--- src/rtl/link_pkg.sv ---
// Shared constants and types for the 12-bit serial sample link.
// The data collector on the far end uses the same width/depth constants.
package link_pkg;

   localparam int SAMPLE_WIDTH = 12;
   localparam int SAMPLE_DEPTH = 8;

   typedef enum logic [1:0] {
      WAIT_IDLE,
      IDLE,
      SHIFT
   } rx_state_t;

endpackage

--- src/rtl/sample_fifo.sv ---
// Synchronous FIFO for received samples.
// Ports:
//   clk, rst       clock, synchronous active-low reset
//   push, din      write request and data (ignored when full unless popping)
//   pop            read request (ignored when empty)
//   dout           head sample, combinational from the read pointer
//   fill_level     samples stored, 0..DEPTH
//   full, empty    status flags
module sample_fifo #(
   parameter int WIDTH = 12,
   parameter int DEPTH = 8
) (
   input  logic                       clk,
   input  logic                       rst,
   input  logic                       push,
   input  logic                       pop,
   input  logic [WIDTH-1:0]           din,
   output logic [WIDTH-1:0]           dout,
   output logic [$clog2(DEPTH):0]     fill_level,
   output logic                       full,
   output logic                       empty
);

   localparam int AW = $clog2(DEPTH);
   localparam logic [AW:0] FULL_LVL = (AW+1)'(DEPTH);

   logic [WIDTH-1:0] mem [DEPTH];
   logic [AW-1:0]    wr_ptr;
   logic [AW-1:0]    rd_ptr;
   logic             do_push;
   logic             do_pop;

   assign empty   = (fill_level == '0);
   assign full    = (fill_level == FULL_LVL);
   assign do_pop  = pop && !empty;
   // A pop in the same cycle frees the slot, so push at full is legal then.
   assign do_push = push && (!full || do_pop);
   assign dout    = mem[rd_ptr];

   always_ff @(posedge clk) begin
      if (!rst) begin
         wr_ptr     <= '0;
         rd_ptr     <= '0;
         fill_level <= '0;
      end else begin
         if (do_push) wr_ptr <= wr_ptr + 1'b1;
         if (do_pop)  rd_ptr <= rd_ptr + 1'b1;
         case ({do_push, do_pop})
            2'b10:   fill_level <= fill_level + 1'b1;
            2'b01:   fill_level <= fill_level - 1'b1;
            default: fill_level <= fill_level;
         endcase
      end
   end

   // Storage is deliberately not reset.
   always_ff @(posedge clk) begin
      if (do_push) mem[wr_ptr] <= din;
   end

endmodule

--- src/rtl/sample_stream_receiver.sv ---
// Receiver for the SCL/SS/MOSI 12-bit sample link. Oversamples the link
// with clk, deserializes MSB-first frames, buffers complete frames in a
// FIFO and presents them on a valid/ready stream.
// Ports:
//   clk, rst            system clock, synchronous active-low reset
//   SCL, SS, MOSI       asynchronous link inputs (SS active-low)
//   out_data/out_valid/out_ready   sample stream (pop on valid&&ready)
//   fill_level          samples buffered
//   frame_err           1-cycle pulse: frame closed with bit count != WIDTH
//   overflow            1-cycle pulse: good frame dropped, FIFO full
module sample_stream_receiver
   import link_pkg::*;
#(
   parameter int WIDTH = SAMPLE_WIDTH,
   parameter int DEPTH = SAMPLE_DEPTH
) (
   input  logic                    clk,
   input  logic                    rst,
   input  logic                    SCL,
   input  logic                    SS,
   input  logic                    MOSI,
   output logic [WIDTH-1:0]        out_data,
   output logic                    out_valid,
   input  logic                    out_ready,
   output logic [$clog2(DEPTH):0]  fill_level,
   output logic                    frame_err,
   output logic                    overflow
);

   localparam int CW = $clog2(WIDTH + 2);
   localparam logic [CW-1:0] CNT_FULL = CW'(WIDTH);
   localparam logic [CW-1:0] CNT_SAT  = CW'(WIDTH + 1);

   logic scl_s1, scl_s2, scl_d;
   logic ss_s1,  ss_s2,  ss_d;
   logic mosi_s1, mosi_s2;      // data is only sampled, no edge needed
   logic [1:0] primed_q;

   rx_state_t        state;
   logic [WIDTH-1:0] shift_reg;
   logic [CW-1:0]    bit_cnt;

   logic scl_rise, ss_rise, ss_fall;
   logic pop, close, good_len, push, full, empty;

   always_ff @(posedge clk) begin
      if (!rst) begin
         {scl_s1, scl_s2, scl_d} <= 3'b000;
         {ss_s1,  ss_s2,  ss_d}  <= 3'b111;
         {mosi_s1, mosi_s2}      <= 2'b00;
         primed_q                <= 2'b00;
      end else begin
         {scl_s1, scl_s2, scl_d} <= {SCL, scl_s1, scl_s2};
         {ss_s1,  ss_s2,  ss_d}  <= {SS,  ss_s1,  ss_s2};
         {mosi_s1, mosi_s2}      <= {MOSI, mosi_s1};
         primed_q                <= {primed_q[0], 1'b1};
      end
   end

   assign scl_rise = scl_s2 & ~scl_d;
   assign ss_rise  = ss_s2  & ~ss_d;
   assign ss_fall  = ~ss_s2 & ss_d;

   assign pop      = out_valid && out_ready;
   assign close    = (state == SHIFT) && ss_rise;
   assign good_len = (bit_cnt == CNT_FULL);
   assign push     = close && good_len && (!full || pop);
   assign out_valid = !empty;

   always_ff @(posedge clk) begin
      if (!rst) begin
         state     <= WAIT_IDLE;
         shift_reg <= '0;
         bit_cnt   <= '0;
         frame_err <= 1'b0;
         overflow  <= 1'b0;
      end else begin
         frame_err <= 1'b0;
         overflow  <= 1'b0;
         case (state)
            // ss_s2 still carries its reset value for the first cycles after
            // release; primed_q[1] ensures we only trust a real SS sample,
            // so a frame already in progress is never joined mid-way.
            WAIT_IDLE: if (primed_q[1] && ss_s2) state <= IDLE;
            IDLE: begin
               if (ss_fall) begin
                  shift_reg <= '0;
                  bit_cnt   <= '0;
                  state     <= SHIFT;
               end
            end
            SHIFT: begin
               // SS close takes priority over a coincident SCL edge.
               if (ss_rise) begin
                  state <= IDLE;
                  if (!good_len)          frame_err <= 1'b1;
                  else if (full && !pop)  overflow  <= 1'b1;
               end else if (scl_rise) begin
                  shift_reg <= {shift_reg[WIDTH-2:0], mosi_s2};
                  if (bit_cnt != CNT_SAT) bit_cnt <= bit_cnt + 1'b1;
               end
            end
            default: state <= WAIT_IDLE;
         endcase
      end
   end

   sample_fifo #(
      .WIDTH (WIDTH),
      .DEPTH (DEPTH)
   ) u_fifo (
      .clk        (clk),
      .rst        (rst),
      .push       (push),
      .pop        (pop),
      .din        (shift_reg),
      .dout       (out_data),
      .fill_level (fill_level),
      .full       (full),
      .empty      (empty)
   );

endmodule
--- config.mk ---
export PLATFORM = sky130hd
export DESIGN_NAME = sample_stream_receiver
export DESIGN_NICKNAME = d
export VERILOG_FILES = /design/src/rtl/link_pkg.sv /design/src/rtl/sample_fifo.sv /design/src/rtl/sample_stream_receiver.sv
export SDC_FILE = /design/constraint.sdc
export NUM_CORES = 1
export LEC_CHECK = 0
export CAP_MARGIN = 5
export CORE_UTILIZATION = 54
export CTS_CLUSTER_SIZE = 16
export DETAILED_ROUTE_END_ITERATION = 16
export PLACE_DENSITY = 0.75
export SKIP_LAST_GASP = 1
export SLEW_MARGIN = 10
export SYNTH_ARGS = -nofsm -noshare
export SYNTH_HDL_FRONTEND = slang
export SYNTH_SLANG_ARGS = --single-unit
--- constraint.sdc ---
create_clock -name clk -period 2.3 [get_ports clk]
set_input_delay 0.46 -clock clk [delete_from_list [all_inputs] [get_ports clk]]
set_output_delay 0.46 -clock clk [all_outputs]
set_load 0.05 [all_outputs]
==> results_dict.tcl <==
set metrics [dict create \
    status "finished, violations left" \
    violations "negative setup slack" \
    htree_levels 4 \
    synth_area_per_cell_um2 16.2 \
    viasPerCell 5.59 \
    stdcell_count 557 \
    wl_met1_um 4620 \
    track_usage_pct 22.5 \
    num-nets-final 426 \
    core.rowCount 36 \
    ys_top_cells_by_area "edfxtp_1 (52%), dfxtp_1 (16%), mux4_2 (5.3%)" \
    syn-cell-area_um2 5540 \
    antenna_cells 0 \
    insertion_delay_ps 510 \
    synth-seq-cells 139 \
    grt_setup_unrepaired "yes" \
    hold_viol_final 0 \
    end_kind "output port" \
    ff2ff_setup_slack_ps 50 \
    mostFrequentLayoutCell "edfxtp_1" \
    path_buf_inv 3 \
    ant_nets 0 \
    min_to "ss_s1$_SDFF_PN1_" \
    finalSetupTns_ps -2860 \
    setup_slack_ps -288 \
    cts_buffer_depth 2 \
    setup_viol 12 \
    cts_tree "yes" \
    synth_edf_count 96 \
    p_per_area_nw_per_um2 779 \
    max_freq_mhz 386 \
    rr_startpoint "u_fifo.fill_level[0]$_SDFFE_PN0P_" \
    relSlewSlack_pct 66.7 \
    worst-slew-pin-transition_ps 499 \
    grt_antenna_before_repair 0 \
    routed.top_layer "met4" \
    drtIter0Drc 212 \
    floorplan.core_area_um2 9860 \
    post-route-period-util_pct 113 \
    skew_ps 8.86 \
    min_period_ps 2590 \
    place_hpwl_um 6160 \
    final_max_slew_viol_count 0 \
    drive_above_1_share_pct 34.0 \
    wl_per_cell_um 19.6 \
    maxCapViolCount 0 \
    worstPathMaxFanout 6 \
    fp.dieH_um 103 \
    synth.distinct_cells 44 \
    wl_met2_um 5780 \
    routed_wl_um 10900 \
    crit_chain "buf_12 > buf_16 > mux4_2 > mux2_4 > buf_8" \
    initial_core_util_pct 56.2 \
    die-area_um2 10700 \
    synthArstFlopShare_pct 0 \
    startpoint_type "flip-flop" \
    route.met3.wl_um 350 \
    synth_top_area_share_pct 52.0 \
    grt_start_max_net_pins 43 \
    ys.flop_type "edfxtp_1" \
    worstHoldStart "rst" \
    crit_family "multiplexers" \
    grt_overflow 0 \
    whs_path_depth 2 \
    cts_sinks 139 \
    cts_hold_buf 0 \
    crit_type "reg2out" \
    cp.arrival_ps 2130 \
    syn_to_final_growth_pct 26.2 \
    clock-root-buffer "clkbuf_8" \
    grt_pass1_wl_um 16800 \
    gp_congestion 0.846 \
    max_stage_delay_ps 520 \
    cts_made_buffers 17 \
    max-vdd-ir-drop_uv 509 \
    hold_class "in2reg" \
    numPortBuffers 24 \
    via_count 3113 \
    drtPass1Iterations 5 \
    largest_reg_flops 96 \
    rr_endpoint "u_fifo.fill_level[2]$_SDFFE_PN0P_" \
    drc 0 \
    syn_inst 343 \
    yosys_warnings 0 \
    seq_area_frac_synth_pct 67.6 \
    p_leak_uw 0.00244 \
    synthesis.nets 357 \
    clk_pin_slew_ps 60 \
    p_total_uw 5450 \
    slowest_stage "mux4_2" \
    layout_common_cells "edfxtp_1 (96), dfxtp_1 (38), buf_4 (37)" \
    ios 25 \
    grt_pass1_vias 3062 \
    yosysTopAreaCell "edfxtp_1" \
    dp.cells 519 \
    cp.required_ps 1840 \
    die_x_um 103 \
    r2r_cells 10 \
]
==> worst max path at each step <==
stage,slack (ps),start,endpoint,cells past startpoint
detailed placement,-350,out_ready,u_fifo.fill_level[2]$_SDFFE_PN0P_,11
CTS,-290,flip-flop,out_data[1],5
global route,-350,flip-flop,out_data[9],5
finish,-290,flip-flop,out_data[8],5
floorplan,-200,u_fifo.fill_level[1]$_SDFFE_PN0P_,u_fifo.fill_level[2]$_SDFFE_PN0P_,11
global placement,-260,out_ready,u_fifo.fill_level[2]$_SDFFE_PN0P_,11
==> Yosys cell counts, drive strengths merged, types with 5 or more instances <==
library cell	number
clkbuf	9
nand2	14
nor2	8
inv	6
nor2b	5
nand3	32
o21ai	15
ha	8
buf	8
and2	12
dfxtp	43
mux4	24
edfxtp	96
mux2	12
nand2b	13
==> worst register-to-register path, cell delays in order (launching register included) <==
cell and delay (ps):
dfxtp_4 360, or4_4 580, nand2_4 90, inv_2 40
ha_4 160, xor2_2 170, ha_2 170, a21oi_2 110
xor2_1 80, or3_1 300, a21boi_1 120
==> metrics by stage <==
stage	setup slack [ps]	instance area, um2	hold WS, ps	utilization [%]
3_5_place_dp	-348	6150	402	62.4
2_1_floorplan	-198	5580	386	-
6_report	-288	6990	299	70.9
5_1_grt	-348	6990	292	70.9
3_3_place_gp	-258	6150	393	62.4
4_1_cts	-286	6950	281	70.5
==> cell families (layout without fill, tap and decap cells) <==
group	after synthesis	count (layout)	share of synthesized area, %
fa+ha+maj	8	8	1.81
simple gates	97	97	10.2
mux	40	40	13.7
buf+inv	23	104	2.21
compound gates	31	31	3.79
flops	139	139	67.6
xor+xnor	5	5	0.790
==> report_power, final <==
group / switching, uW / internal [uW] / leakage (uW)
registers: 5.54 / 2650 / 0.00124
logic: 25.3 / 23.6 / 0.000910
clock network: 996 / 1750 / 0.000289
total: 1030 / 4420 / 0.00244
==> area by class of cell <==
class	instances	area, um2
clock buffers	19	422
clock inverters	12	173
fillers	626	2870
inverters	6	22.5
multi-input cells	181	1750
flip-flops and latches	139	3760
well taps	133	166
repair buffers	67	703
==> layer usage <==
metal,vias up,GRT usage (%)
met1,1580,27.7
met5,-,0
met2,69,39.1
met4,0,8.13
met3,13,5.31
li1,1451,-
==> repair_timing <==
item / in CTS / in global routing
endpoints found under the setup margin: 13 / 15
gates cloned: 3 / 0
setup buffers: 2 / 3
pin swaps: 0 / 2
gates resized for setup: 40 / 18
No activity file was read; power rests on OpenSTA's default activity.
